$ cat src/rtl/pipe_if_stage_pkg.sv
// Shared pipeline definitions: next-PC select codes,
// bubble instruction and reset vector.
package pipe_if_stage_pkg;

    localparam logic [31:0] NOP_INST_C = 32'h0000_0000;
    localparam logic [31:0] RESET_PC_C = 32'h0000_0000;

    typedef enum logic [1:0] {
        PCS_SEQ = 2'b00,
        PCS_BR  = 2'b01,
        PCS_JR  = 2'b10,
        PCS_J   = 2'b11
    } pcsrc_t;

    typedef enum logic {
        S_REQ  = 1'b0,
        S_HAVE = 1'b1
    } fetch_state_t;

endpackage

$ cat src/rtl/pipe_npc.sv
// Next-PC mux: sequential, branch, register jump
// or jump target.
module pipe_npc
    import pipe_if_stage_pkg::*;
(
    input  logic [31:0] pc4,
    input  logic [31:0] bpc,
    input  logic [31:0] rpc,
    input  logic [31:0] jpc,
    input  logic [1:0]  pcsource,
    output logic [31:0] npc
);

    // pick the target named by pcsource
    always_comb begin
        npc = pc4;
        unique case (1'b1)
            pcsource == PCS_BR: npc = bpc;
            pcsource == PCS_JR: npc = rpc;
            pcsource == PCS_J:  npc = jpc;
            default:            npc = pc4;
        endcase
    end

endmodule

$ cat src/rtl/pipe_if_stage.sv
// Instruction fetch stage: one outstanding request,
// same-cycle ack bypass, held instruction and redirect.
module pipe_if_stage
    import pipe_if_stage_pkg::*;
#(
    parameter logic [31:0] RESET_PC = RESET_PC_C,
    parameter logic [31:0] NOP_INST = NOP_INST_C
)(
    input  logic        clk,
    input  logic        rst,
    input  logic        nostall,
    input  logic [1:0]  pcsource,
    input  logic [31:0] bpc,
    input  logic [31:0] rpc,
    input  logic [31:0] jpc,
    output logic        imem_req,
    output logic [31:0] imem_addr,
    input  logic        imem_ack,
    input  logic [31:0] imem_rdata,
    output logic [31:0] inst,
    output logic [31:0] pc4,
    output logic        fetch_busy
);

    fetch_state_t state_q;
    fetch_state_t state_d;
    logic [31:0]  pc_q;
    logic [31:0]  ibuf;
    logic [31:0]  redir_pc;
    logic         redir_valid;
    logic [31:0]  npc;
    logic [31:0]  pc_next;
    logic         redirect;
    logic         advance;
    logic         hold_load;

    assign pc4       = pc_q + 32'd4;
    assign imem_addr = pc_q;
    assign redirect  = nostall & (pcsource != PCS_SEQ);

    pipe_npc u_npc (
        .pc4      (pc4),
        .bpc      (bpc),
        .rpc      (rpc),
        .jpc      (jpc),
        .pcsource (pcsource),
        .npc      (npc)
    );

    // a live redirect beats a stored one, which beats pc+4
    assign pc_next = redirect    ? npc :
                     redir_valid ? redir_pc :
                                   pc4;

    // fetch FSM outputs and next state
    always_comb begin
        state_d    = state_q;
        imem_req   = 1'b0;
        inst       = ibuf;
        fetch_busy = 1'b0;
        advance    = 1'b0;
        hold_load  = 1'b0;
        unique case (state_q)
            S_REQ: begin
                imem_req = 1'b1;
                if (imem_ack) begin
                    inst    = imem_rdata;
                    advance = nostall;
                    if (!nostall) begin
                        hold_load = 1'b1;
                        state_d   = S_HAVE;
                    end
                end else begin
                    inst       = NOP_INST;
                    fetch_busy = 1'b1;
                end
            end
            S_HAVE: begin
                advance = nostall;
            end
            default: begin
                state_d = S_REQ;
            end
        endcase
        if (advance) begin
            state_d = S_REQ;
        end
    end

    // fetch state and held instruction word
    always_ff @(posedge clk) begin
        if (rst) begin
            state_q <= S_REQ;
            ibuf    <= NOP_INST;
        end else begin
            state_q <= state_d;
            if (hold_load) begin
                ibuf <= imem_rdata;
            end
        end
    end

    // fetch PC and pending-redirect bookkeeping
    always_ff @(posedge clk) begin
        if (rst) begin
            pc_q        <= RESET_PC;
            redir_valid <= 1'b0;
            redir_pc    <= 32'h0;
        end else if (advance) begin
            pc_q        <= pc_next;
            redir_valid <= 1'b0;
        end else if (redirect) begin
            redir_valid <= 1'b1;
            redir_pc    <= npc;
        end
    end

endmodule

$ cat config.mk
export PLATFORM = sky130hd
export DESIGN_NAME = pipe_if_stage
export DESIGN_NICKNAME = d
export VERILOG_FILES = /design/src/rtl/pipe_if_stage_pkg.sv /design/src/rtl/pipe_npc.sv /design/src/rtl/pipe_if_stage.sv
export SDC_FILE = /design/constraint.sdc
export NUM_CORES = 1
export LEC_CHECK = 0
export BUFFER_PORTS_ARGS = -buffer_cell sky130_fd_sc_hd__clkbuf_2
export CAP_MARGIN = 20
export CORE_MARGIN = 5
export CORE_UTILIZATION = 53
export DETAILED_ROUTE_END_ITERATION = 12
export PLACE_DENSITY = 0.94
export SLEW_MARGIN = 15
export SYNTH_ARGS = -nofsm -noshare
export SYNTH_HDL_FRONTEND = slang
export SYNTH_SLANG_ARGS = --single-unit
export TNS_END_PERCENT = 5
$ cat constraint.sdc
create_clock -name clk -period 5 [get_ports clk]
set_input_delay 0.25 -clock clk [delete_from_list [all_inputs] [get_ports clk]]
set_output_delay 0.25 -clock clk [all_outputs]
set_load 0.01 [all_outputs]
==> qor.txt, run 1 <==
status: finished, final reports clean
# hold bufs at CTS: 0
crit end category: primary output
die span in x: 116 um
layout net count: 1154
input/output buffers: 231
CP max FO: 7
VDD IR-drop max: 0.160 mV
Worst Tran Pin Value: 1.06 ns
post-CTS sizing: 0
Critical Path RT: 4.75 ns
CP Buf/Inv Count: 1
initial DRC count: 983
CTS H-tree lvls: 3
I/O Pins: 232
top sig layer: met4
DRC violations left: 0
reg-to-reg setup timing slack: 2.17 ns
number of global-route vias before repair: 6381
Routed Antenna Nets: 0
Crit Reg-Reg Startpoint: state_q
CTS clk-pin slew, worst paths: 0.10 ns
Die Area: 13400 sq um
Wirelength per Cell: 16.9 um
Final TNS setup: 0 ns
Tcrit/Tclk final: 0.594
ANT cells: 0
post-detailed-placement half-perimeter wirelength: 14100 um
sequential area share after synthesis: 0.331
via count: 6839
Setup Fix Bufs, Post-CTS: 0
layout cells sized above 1: 0.283
post-route insts no fill: 1163
max frequency: 337 MHz
met1 WL: 7820 um
dpl cells: 1147
row count: 38
Max transition margin: 0.290
PD cells: 257 nW/um^2
Worst Path Arrival: 2.72 ns
Largest delay share family, worst path: simple AND/OR/NAND/NOR gates
Initial Util: 0.544
R2R cell count: 7
RSZ-0062 raised after global routing: false
Root Driver: clkbuf_8
Initial DRT Pass Iterations: 5
Worst path max stage delay: 0.59 ns
grt total ovfl: 0
crit-path cells: ha_1 -> nand4_1 -> nor3_1 -> and2_1 -> nand3_1 -> xnor2_1 -> clkbuf_2
count of cell types in the netlist: 52
Num CTS Buffers: 9
WS Path Type: reg2out
Most used DFF post-synth: dfxtp_1
Post-synth ARST share: 0
met2 wire length: 9360 um
core outline area: 10900 sq um
maximum root-to-sink buffer count: 2
FF+latch count, synth: 98
Hold/Removal Path Class: in2reg
area of the mapped netlist: 5920 sq um
Hold Crit Depth: 3
largest net degree at the start of global routing: 100
die span in y: 116 um
Total GRT Usage: 0.281
worst skew pair latency: 0.36 ns
DR WL met3: 1920 um
Slowest-stage cell, CP: nor3_1
Area growth syn-to-layout: 23.1%
final hold vios: 0
Final Skew: 0.0113 ns
hold endpoint: ibuf[6]
Syn Nets: 975
Post-synth EDFFs: 0
Routed WL: 19600 um
via-per-instance ratio: 5.88
CTS tree: done
Final Critical Period: 2.97 ns
maxcap violations: 0
synth warn: 0
clock sinks: 98
# fillers: 940
Reg2Reg Capture Point: imem_addr[15]
setup violators final: 0
Syn Inst Count: 840
GP Congestion: 0.891
LEAKAGE: 0.00313 uW
Startpoint Class: flip-flop
Syn Area/Cell: 7.05 sq um
initial antenna violation count: 0
first-pass GRT wire length: 30700 um
hold_sp: imem_rdata[6]
Final Max Tran Viols: 0
==> placed cells by master, fill, tap and decap left out, types with 19 or more instances in the layout <==
cell / n
xnor2_1: 20
a21oi_1: 98
a211oi_1: 21
dfxtp_1: 97
nand3_1: 39
mux2i_1: 19
nand2_1: 184
nor3_1: 23
nor2_1: 69
o21ai_0: 46
clkbuf_2: 230
==> cells by family after synthesis <==
logic type	count (synthesis)	synth area share
AND/OR/NAND/NOR	365	0.276
XOR/XNOR	28	0.0414
multiplexers	35	0.0625
AO/OA/AOI/OAI	230	0.232
adder cells (fa/ha/maj)	1	0.00211
buffers and inverters	83	0.0549
flip-flops	98	0.331
==> cells in the mapped netlist (11+ instances only) <==
| cell type | count | area [sq um] |
|---|---|---|
| nand2_1 | 184 | 691 |
| a21oi_1 | 98 | 490 |
| dfxtp_1 | 98 | 1960 |
| nor2_1 | 69 | 259 |
| clkbuf_1 | 60 | 225 |
| o21ai_0 | 47 | 235 |
| nand3_1 | 39 | 195 |
| nor3_1 | 24 | 120 |
| a211oi_1 | 21 | 158 |
| xnor2_1 | 20 | 175 |
| mux2i_1 | 19 | 190 |
| a31oi_1 | 16 | 100 |
| mux2_2 | 16 | 180 |
| a22oi_1 | 11 | 82.6 |
==> flip-flops by register name, indices dropped and copies added (netlist names) <==
register,flops
ibuf,32
imem_addr,32
redir_pc,32
redir_valid,1
state_q,1
==> metal layers <==
metal	vias up	track usage
met2	384	0.451
li1	3309	-
met3	42	0.0522
met1	3104	0.382
met5	-	0
met4	0	0.0974
==> worst max-delay path by stage <==
stage	slack, ns	startpoint	depth (start not counted)	end
detailed placement	2.09	pcsource[0]	6	imem_addr[28]
floorplan	2.85	imem_addr[2]	6	imem_addr[28]
global route	1.88	imem_addr[2]	7	pc4[30]
global placement	2.20	pcsource[0]	6	imem_addr[28]
CTS	2.05	imem_addr[2]	7	pc4[30]
finish	2.03	imem_addr[2]	7	pc4[30]
==> metrics by stage <==
step	total power, uW	cell area [sq um]	utilization	hold WS, ns	setup slack (ns)
2_1_floorplan	1140	5920	-	0.329	2.85
3_3_place_gp	1300	7060	0.648	0.437	2.20
3_5_place_dp	1310	7060	0.648	0.449	2.09
4_1_cts	1860	7270	0.668	0.0995	2.05
5_1_grt	1950	7290	0.670	0.101	1.88
6_report	1870	7290	0.670	0.103	2.03
==> power by group <==
part / total (uW) / internal, uW / switching [uW]
clock network: 570 / 281 / 289
logic: 427 / 173 / 255
registers: 874 / 826 / 48.3
total: 1870 / 1280 / 592
==> tightest hold or removal path, cell delays in order <==
cell and delay, ns:
clkbuf_2 0.09, nand2_1 0.05, a21oi_1 0.05
==> area by class of cell <==
type,instances,area [sq um],area share
tap,140,175,0.0240
clock inverter,6,91.3,0.0125
multi-input combinational,659,3660,0.502
sequential,98,1960,0.269
inverter,10,37.5,0.00515
timing repair buffer,241,1240,0.170
clock buffer,9,124,0.0170
(Power assumes the default switching activity.)
==> inputs of run 2 (changes only) <==
- CORE_UTILIZATION: 53 -> 50
- PLACE_DENSITY: 0.94 -> 0.9
- clock period: 5 -> 2.95 ns (I/O delays scaled with it)
==> run 2 against run 1 <==
Effect of this change:
- sequential power increased by 69%
- wire length increased by 2.3%
- sequential share of layout area decreased by 0.49 points
- critical endpoint unchanged
- die area increased by 5.5%
- final cell count increased by 1.3%
- utilization decreased by 2.5 points
- count of clock-buffer cells in the layout increased by 2
- clock power increased by 95%
- global-route usage decreased by 0.98 points
- clock skew decreased by 0.0042 ns
- combinational power increased by 75%
- final area increased by 1.9%
==> qor.txt, run 2 (synthesis gave the netlist of run 1 again) <==
status: finished, final reports clean
CP max FO: 7
# fillers: 1033
Setup Fix Bufs, Post-CTS: 0
final hold vios: 0
Post-Place Setup Slack: 0.526 ns
layout net count: 1165
Final Critical Period: 2.77 ns
Routed WL: 20100 um
WS Path Type: reg2out
initial antenna violation count: 0
CTS H-tree lvls: 3
Critical Path RT: 2.80 ns
Worst Path Arrival: 2.63 ns
layout cells sized above 1: 0.291
worst skew pair latency: 0.35 ns
LEAKAGE: 0.00322 uW
clock sinks: 98
number of global-route vias before repair: 6323
DR WL met3: 1970 um
post-CTS sizing: 0
RSZ-0062 raised after global routing: false
VDD IR-drop max: 0.294 mV
Largest delay share family, worst path: simple AND/OR/NAND/NOR gates
via-per-instance ratio: 5.81
Initial Util: 0.514
Hold WS: 0.0247 ns
CP Buf/Inv Count: 1
Tcrit/Tclk final: 0.940
Worst path max stage delay: 0.53 ns
first-pass GRT wire length: 31900 um
top sig layer: met4
Max transition margin: 0.459
Num CTS Buffers: 9
Hold Crit Depth: 3
Startpoint Class: flip-flop
Root Driver: clkbuf_16
Final Skew: 0.00712 ns
CTS tree: done
hold_sp: imem_rdata[6]
hold endpoint: ibuf[6]
ANT cells: 0
Worst Tran Pin Value: 0.812 ns
crit end category: primary output
die span in y: 119 um
Initial DRT Pass Iterations: 6
crit-path cells: ha_1 -> nand4_1 -> nor3_1 -> and2_1 -> nand3_1 -> xnor2_1 -> clkbuf_2
met1 WL: 8250 um
Final TNS setup: 0 ns
GP Congestion: 0.919
via count: 6849
I/O Pins: 232
maximum root-to-sink buffer count: 2
post-detailed-placement half-perimeter wirelength: 14500 um
met2 wire length: 9280 um
die span in x: 119 um
DRC violations left: 0
max frequency: 361 MHz
Reg2Reg Capture Point: imem_addr[28]
# hold bufs at CTS: 0
Die Area: 14100 sq um
setup violators final: 0
Routed Antenna Nets: 0
reg-to-reg setup timing slack: 0.41 ns
initial DRC count: 883
Total GRT Usage: 0.272
Crit Reg-Reg Startpoint: imem_addr[2]
core outline area: 11500 sq um
Area growth syn-to-layout: 25.4%
largest net degree at the start of global routing: 68
row count: 39
fin worst setup slack: 0.177 ns
input/output buffers: 231
Final Max Tran Viols: 0
grt total ovfl: 0
Hold/Removal Path Class: in2reg
CTS clk-pin slew, worst paths: 0.07 ns
maxcap violations: 0
R2R cell count: 6
Wirelength per Cell: 17.0 um
Slowest-stage cell, CP: nor3_1
PD cells: 450 nW/um^2
most frequent cells in the layout: clkbuf_2, nand2_1, a21oi_1
commonest non-fill, non-tap cell in the layout: clkbuf_2
-- run 2: changes by cell type in the layout (fill, tap and decap cells not counted), sizes merged --
cell | before | now
clkinvlp | 3 | 2
buf | 11 | 22
inv | 11 | 10
clkbuf | 239 | 241
clkinv | 0 | 3
bufinv | 2 | 0
-- run 2: cell type report --
type / instances / area (sq um) / share of cell area
Clock buffer: 11 / 243 / 0.0327
Clock inverter: 5 / 30.0 / 0.00404
Inverter: 10 / 37.5 / 0.00505
Multi-Input combinational cell: 659 / 3660 / 0.493
Sequential cell: 98 / 1960 / 0.264
Tap cell: 143 / 179 / 0.0241
Timing Repair Buffer: 252 / 1320 / 0.177
-- run 2: worst reg2reg max path: stages (launching register included) --
cell	delay, ns
dfxtp_1	0.47
ha_1	0.28
nand4_1	0.34
nor4_4	0.49
nand4_2	0.20
or4_1	0.54
a31oi_1	0.16
-- run 2: through the flow --
| step | util | power [uW] | instance area, sq um | instances |
|---|---|---|---|---|
| floorplan | - | 1930 | 5920 | 840 |
| global placement | 0.621 | 2230 | 7150 | 1162 |
| detailed placement | 0.621 | 2240 | 7150 | 1162 |
| CTS | 0.645 | 3330 | 7430 | 1178 |
| global route | 0.645 | 3490 | 7430 | 1178 |
| finish | 0.645 | 3340 | 7430 | 1178 |
-- run 2: how the worst max path moves through the flow --
stage	start	endpoint	slack [ns]	depth (start not counted)
after CTS	imem_addr[2]	pc4[30]	0.22	7
after global placement	imem_addr[2]	imem_addr[28]	0.63	6
after global routing	imem_addr[2]	pc4[30]	0.05	7
final	imem_addr[2]	pc4[30]	0.18	7
after detailed placement	imem_addr[2]	imem_addr[28]	0.53	6
after floorplan	imem_addr[2]	imem_addr[28]	0.80	6
-- run 2: power by group --
group	total [uW]	internal, uW	switching [uW]
clock	1110	591	521
sequential	1480	1400	79.6
combinational	748	303	445
-- run 2: per-layer routing --
metal	vias to the layer above	track usage
met5	-	0
met4	0	0.0978
met3	57	0.0668
met2	393	0.435
met1	3069	0.357
li1	3330	-
